===== config.mk =====
export PLATFORM = sky130hd
export DESIGN_NAME = branch_ctrl
export DESIGN_NICKNAME = d
export VERILOG_FILES = /design/src/rtl/branch_ctrl_pkg.sv /design/src/rtl/sat_counter.sv /design/src/rtl/branch_ctrl.sv
export SDC_FILE = /design/constraint.sdc
export NUM_CORES = 1
export LEC_CHECK = 0
export ABC_AREA = 1
export BUFFER_PORTS_ARGS = -buffer_cell sky130_fd_sc_hd__buf_2
export CELL_PAD_IN_SITES_DETAIL_PLACEMENT = 1
export CELL_PAD_IN_SITES_GLOBAL_PLACEMENT = 2
export CORE_MARGIN = 3
export CORE_UTILIZATION = 16
export DETAILED_ROUTE_END_ITERATION = 16
export MAX_ROUTING_LAYER = met4
export PLACE_DENSITY = 0.72
export REMOVE_ABC_BUFFERS = 1
export SKIP_LAST_GASP = 1
export SYNTH_ARGS = -nofsm -noshare
export SYNTH_HDL_FRONTEND = slang
export SYNTH_SLANG_ARGS = --single-unit

===== constraint.sdc =====
create_clock -name clk -period 1 [get_ports clk]
set_clock_uncertainty 0.05 [all_clocks]
set_input_delay 0.05 -clock clk [delete_from_list [all_inputs] [get_ports clk]]
set_output_delay 0.05 -clock clk [all_outputs]
set_load 0.005 [all_outputs]

===== src/rtl/branch_ctrl_pkg.sv =====
`default_nettype none
// ============================================================================
// Module   : branch_ctrl_pkg
// Purpose  : Shared types and constants for the branch sequencing controller.
//            - state_t       : controller state encoding (2 bits)
//            - FLUSH_CYCLES_* : legal range of the flush-window length
//            - FLUSH_CNT_W    : width of the flush down-counter
// Revision : 1.0  initial release
// ============================================================================
package branch_ctrl_pkg;

  typedef enum logic [1:0] {
    ST_IDLE     = 2'd0,
    ST_WAIT_EX  = 2'd1,
    ST_REDIRECT = 2'd2,
    ST_FLUSH    = 2'd3
  } state_t;

  localparam int FLUSH_CYCLES_MIN = 1;
  localparam int FLUSH_CYCLES_MAX = 7;
  localparam int FLUSH_CNT_W      = 3;

endpackage : branch_ctrl_pkg
`default_nettype wire


===== src/rtl/sat_counter.sv =====
`default_nettype none
// ============================================================================
// Module   : sat_counter
// Purpose  : Up-counter that sticks at all-ones; cleared only by reset.
// Ports    : clk   - clock (rising edge)
//            rst_n - asynchronous active-low reset
//            inc   - count enable for this cycle
//            count - current count value (WIDTH bits)
// Revision : 1.0  initial release
// ============================================================================
module sat_counter #(
  parameter int WIDTH = 16
) (
  input  logic             clk,
  input  logic             rst_n,
  input  logic             inc,
  output logic [WIDTH-1:0] count
);

  always_ff @(posedge clk or negedge rst_n) begin
    if (!rst_n) begin
      count <= '0;
    end else if (inc && (count != {WIDTH{1'b1}})) begin
      count <= count + 1'b1;
    end
  end

endmodule : sat_counter
`default_nettype wire


===== src/rtl/branch_ctrl.sv =====
`default_nettype none
// ============================================================================
// Module   : branch_ctrl
// Purpose  : Branch sequencing controller. Stalls fetch while a decoded branch
//            is unresolved, issues a one-cycle PC redirect for a taken branch
//            (ex_branch & ex_zero), then flushes IF/ID for FLUSH_CYCLES cycles.
// Params   : FLUSH_CYCLES - flush window length after a redirect (1..7)
//            CNT_W        - statistics counter width
// Ports    : clk, rst_n   - clock, asynchronous active-low reset
//            id_branch    - decode holds a valid branch
//            ex_resolve   - execute presents the branch outcome this cycle
//            ex_branch    - branch control bit in execute
//            ex_zero      - ALU zero flag in execute
//            stall_if     - hold PC and IF/ID register
//            pc_src       - PC mux select (1 = branch target)
//            flush_if     - clear IF/ID to a bubble
//            busy         - controller not idle
//            branch_cnt   - resolved branch count (statistics)
//            taken_cnt    - taken branch count (statistics)
// Config   : BRANCH_CTRL_STATS_EN - when defined, builds the two saturating
//            statistics counters; otherwise both count ports read 0.
// Revision : 1.0  initial release
// ============================================================================
module branch_ctrl
  import branch_ctrl_pkg::*;
#(
  parameter int FLUSH_CYCLES = 1,
  parameter int CNT_W        = 16
) (
  input  logic             clk,
  input  logic             rst_n,
  input  logic             id_branch,
  input  logic             ex_resolve,
  input  logic             ex_branch,
  input  logic             ex_zero,
  output logic             stall_if,
  output logic             pc_src,
  output logic             flush_if,
  output logic             busy,
  output logic [CNT_W-1:0] branch_cnt,
  output logic [CNT_W-1:0] taken_cnt
);

  localparam logic [FLUSH_CNT_W-1:0] FLUSH_LOAD = FLUSH_CNT_W'(FLUSH_CYCLES);

  state_t                  state;
  state_t                  state_nxt;
  logic [FLUSH_CNT_W-1:0]  flush_cnt;
  logic [FLUSH_CNT_W-1:0]  flush_cnt_nxt;
  logic                    resolve_acc;   // resolution accepted this cycle
  logic                    taken_acc;     // accepted resolution was taken

  // --------------------------------------------------------------------------
  // State and flush-counter registers
  // --------------------------------------------------------------------------
  always_ff @(posedge clk or negedge rst_n) begin
    if (!rst_n) begin
      state     <= ST_IDLE;
      flush_cnt <= '0;
    end else begin
      state     <= state_nxt;
      flush_cnt <= flush_cnt_nxt;
    end
  end

  // --------------------------------------------------------------------------
  // Next-state and output decode. stall_if in IDLE is the only term that
  // depends on an input; everything else is decoded from the state register.
  // --------------------------------------------------------------------------
  always_comb begin
    state_nxt     = state;
    flush_cnt_nxt = flush_cnt;
    stall_if      = 1'b0;
    pc_src        = 1'b0;
    flush_if      = 1'b0;
    resolve_acc   = 1'b0;
    taken_acc     = 1'b0;

    case (state)
      ST_IDLE: begin
        if (id_branch) begin
          stall_if  = 1'b1;
          state_nxt = ST_WAIT_EX;
        end
      end

      ST_WAIT_EX: begin
        stall_if = 1'b1;
        if (ex_resolve) begin
          resolve_acc = 1'b1;
          if (ex_branch && ex_zero) begin
            taken_acc = 1'b1;
            state_nxt = ST_REDIRECT;
          end else begin
            state_nxt = ST_IDLE;
          end
        end
      end

      ST_REDIRECT: begin
        pc_src        = 1'b1;
        flush_cnt_nxt = FLUSH_LOAD;
        state_nxt     = ST_FLUSH;
      end

      ST_FLUSH: begin
        flush_if      = 1'b1;
        flush_cnt_nxt = flush_cnt - 1'b1;
        // <= rather than == so a zero count can never trap the FSM here
        if (flush_cnt <= FLUSH_CNT_W'(1)) begin
          state_nxt = ST_IDLE;
        end
      end

      default: begin
        state_nxt = ST_IDLE;
      end
    endcase
  end

  assign busy = (state != ST_IDLE);

  // --------------------------------------------------------------------------
  // Statistics
  // --------------------------------------------------------------------------
`ifdef BRANCH_CTRL_STATS_EN
  sat_counter #(
    .WIDTH (CNT_W)
  ) u_branch_cnt (
    .clk   (clk),
    .rst_n (rst_n),
    .inc   (resolve_acc),
    .count (branch_cnt)
  );

  sat_counter #(
    .WIDTH (CNT_W)
  ) u_taken_cnt (
    .clk   (clk),
    .rst_n (rst_n),
    .inc   (taken_acc),
    .count (taken_cnt)
  );
`else
  logic unused_stats;
  assign unused_stats = resolve_acc ^ taken_acc;
  assign branch_cnt   = '0;
  assign taken_cnt    = '0;
`endif

endmodule : branch_ctrl
`default_nettype wire


==> out/results.ini <==
[flow_run]
max_cap_viol_count=0

[power]
net-switching-power_mw=0.548
ir_worst_vdd_mv=0.952
leakage_nw=0.339
combPwrFrac_pct=54.1
p_per_area_nw_per_um2=2440
clockPowerShare_pct=16.9
p_total_mw=1.37
p_sw_share_pct=39.9
p_seq_share_pct=29.0
internal_power_mw=0.825

[yosys]
synth_top_family_by_area=buffers and inverters
yosys.area.top_type_share_pct=48.1
syn-instance-count=67
yosysSeqAreaShare_pct=25.1
synthesis.area_um2=499
synthMuxAreaShare_pct=0
synthXorXnorAreaFrac_pct=1.75
synth_cell_types=12
synth.ff_latch_count=5
post_synth_and_or_nand_nor_area_fraction_pct=13.8
syn_area_per_cell_um2=7.45
synth_top_cells_by_area=buf_4 48%, dfrtp_1 25%, nand2_1 8.3%
synth_flop_cell=dfrtp_1
yosysMostFrequentCell=buf_4
yosys_warnings=0
synth_fa_ha_area_share_pct=2.51
synth_top_area_cell=buf_4
async_reset_ff_share_pct=100
synth_compound_area_share_pct=4.26
synth_edf_count=0
synth_common_cells=32 x buf_4, 11 x nand2_1, 6 x nor2_1, 5 x dfrtp_1, 5 x inv_1

[drt]
finalWirelength_um=864
ant_nets=0
drtPass1Iterations=2
drc=0
via_count=363
wl_per_cell_um=7.45
routed_via_density=3.13
first_iter_violations=3

[timing]
drv_slew=0
hold_viol_final=0
fin_crit_ns=1.09
worst_slack_ns=-0.0865
period_share_pct=109
rsz0062_at_grt=yes
fmax_mhz=920
setup_viol=7

[worst_setup_path]
arrival_ns=0.99
cp_top_family=flip-flops
cp-end-kind=primary output
crit_type=reg2out
path_buf_inv=3
start_kind=flip-flop
critPathRequiredTime_ns=0.90
crit_path_max_fanout=3
worst_path_largest_cell_delay_ns=0.41
crit_chain=buf_6, nand2_4, inv_2, buf_6
cp_common_cell=buf_6
crit_slowest_cell=dfrtp_1

[clock_network]
cts_max_level=1
cts_root_buf=clkbuf_4
clkSinkCount=5
clk_latency_ns=0.24
numCtsBuffers=3
cts_tree=built
clk_pin_slew_ns=0.04
clock_tree.buffer_depth=2

[place]
numPortBuffers=9
preCtsSetupSlack_ns=-0.0421
hpwl_um=713
gp_congestion=0.661

[floorplan]
coreArea_um2=2850
die_w_um=61.9
rows=19
die-area_um2=3830
die_height_um=61.9
ios=42
start_util_pct=17.5

[cells_and_area]
nFillCells=364
seqCellArea_um2=126
syn_to_final_growth_pct=12.8
multi_input_area_um2=250
n_antenna_cell=0
fin_nets=93
layout-drive-gt1-share_pct=28.2

[global_route]
grt_overflow=0
grt_max_degree=6
antenna_found_initial=0
grt_util_all_layers_pct=4.23
grt_pass1_wl_um=1080
grt_pass1_vias=257

[outcome]
violations=negative setup slack
status=complete, but fails checks

[min_path]
min_path_type=in2reg

==> worst min-delay path: cells and delay by family <==
family	cells	cell delay, ns
compound gates	1	0.10
buf+inv	1	0.09
simple gates	1	0.04
==> routing by layer <==
layer | routed length, um | vias to the layer above | track usage, %
met5 | 0 | - | -
met4 | 0 | 0 | 1.82
met3 | 159 | 0 | 3.10
met2 | 319 | 35 | 4.93
met1 | 385 | 153 | 5.31
li1 | - | 175 | -
==> metrics by stage <==
step / hold WS [ns] / instances / utilization [%] / area (um^2) / setup TNS (ns)
after CTS: 0.0325 / 116 / 19.3 / 549 / -0.622
after floorplan: -0.296 / 66 / - / 375 / 0
after global placement: -0.178 / 109 / 16.9 / 482 / -0.0360
final: 0.0349 / 116 / 19.7 / 563 / -0.479
after detailed placement: -0.176 / 109 / 16.9 / 482 / -0.0421
after global routing: 0.0563 / 116 / 19.7 / 563 / -0.955
==> layout by cell type (no fill, tap or decap) <==
master	n
conb_1	32
nand2_1	8
buf_2	8
nor2_1	6
dfrtp_1	4
buf_4	4
inv_1	3
clkbuf_4	3
inv_2	2
nand2_2	2
o21ai_0	2
buf_6	2
nand2_4	1
o22ai_2	1
nand3_1	1
a21oi_1	1
xor2_1	1
ha_1	1
clkbuf_1	1
dlygate4sd3_1	1
dfrtp_2	1
==> worst paths after layout <==
kind / from / to / slack [ns] / cells after the start
setup / recovery: flip-flop / flush_if / -0.09 / 4
hold reg to reg: flush_cnt[0]$_DFFE_PN0P_ / flush_cnt[0]$_DFFE_PN0P_ / 0.52 / 2
hold / removal: id_branch / state[0]$_DFFE_PN0P_ / 0.03 / 3
max in group asynchronous: rst_n / state[0]$_DFFE_PN0P_ / 0.65 / 2
setup reg to reg: flip-flop / flush_cnt[2]$_DFFE_PN0P_ / -0.08 / 5
min in group asynchronous: rst_n / flush_cnt[2]$_DFFE_PN0P_ / 0.10 / 2
==> cell families (layout without fill, tap and decap cells) <==
kind of cell / count (synthesis) / after routing
buffers and inverters: 37 / 24
and+or+nand+nor: 18 / 18
DFF: 5 / 5
AOI/OAI and AO/OA: 4 / 4
adders and majority gates: 1 / 1
other: 1 / 32
xor gates and xnor gates: 1 / 1
==> cell type report <==
class	instances	share of cell area, %
flip-flops and latches	5	22.4
well taps	31	6.89
inverters	5	3.33
multi-input cells	56	44.4
clock buffers	4	4.67
repair buffers	15	18.2
==> what timing repair did <==
| item | in CTS | in global routing |
|---|---|---|
| endpoints found under the hold margin | 5 | 0 |
| setup endpoints to repair | 7 | 8 |
| gates cloned | 0 | 0 |
| resized for setup | 6 | 4 |
| buffers inserted | 2 | 0 |
| pin swaps | 2 | 0 |
| hold buffers | 1 | 0 |
==> power by group through the flow <==
stage | clock, mW | sequential (mW) | combinational (mW)
final | 0.232 | 0.398 | 0.743
after global routing | 0.260 | 0.416 | 0.841
after detailed placement | 0 | 0.384 | 0.568
after CTS | 0.244 | 0.393 | 0.705
after floorplan | 0 | 0.371 | 0.323
after global placement | 0 | 0.381 | 0.553
(Power assumes the default switching activity.)
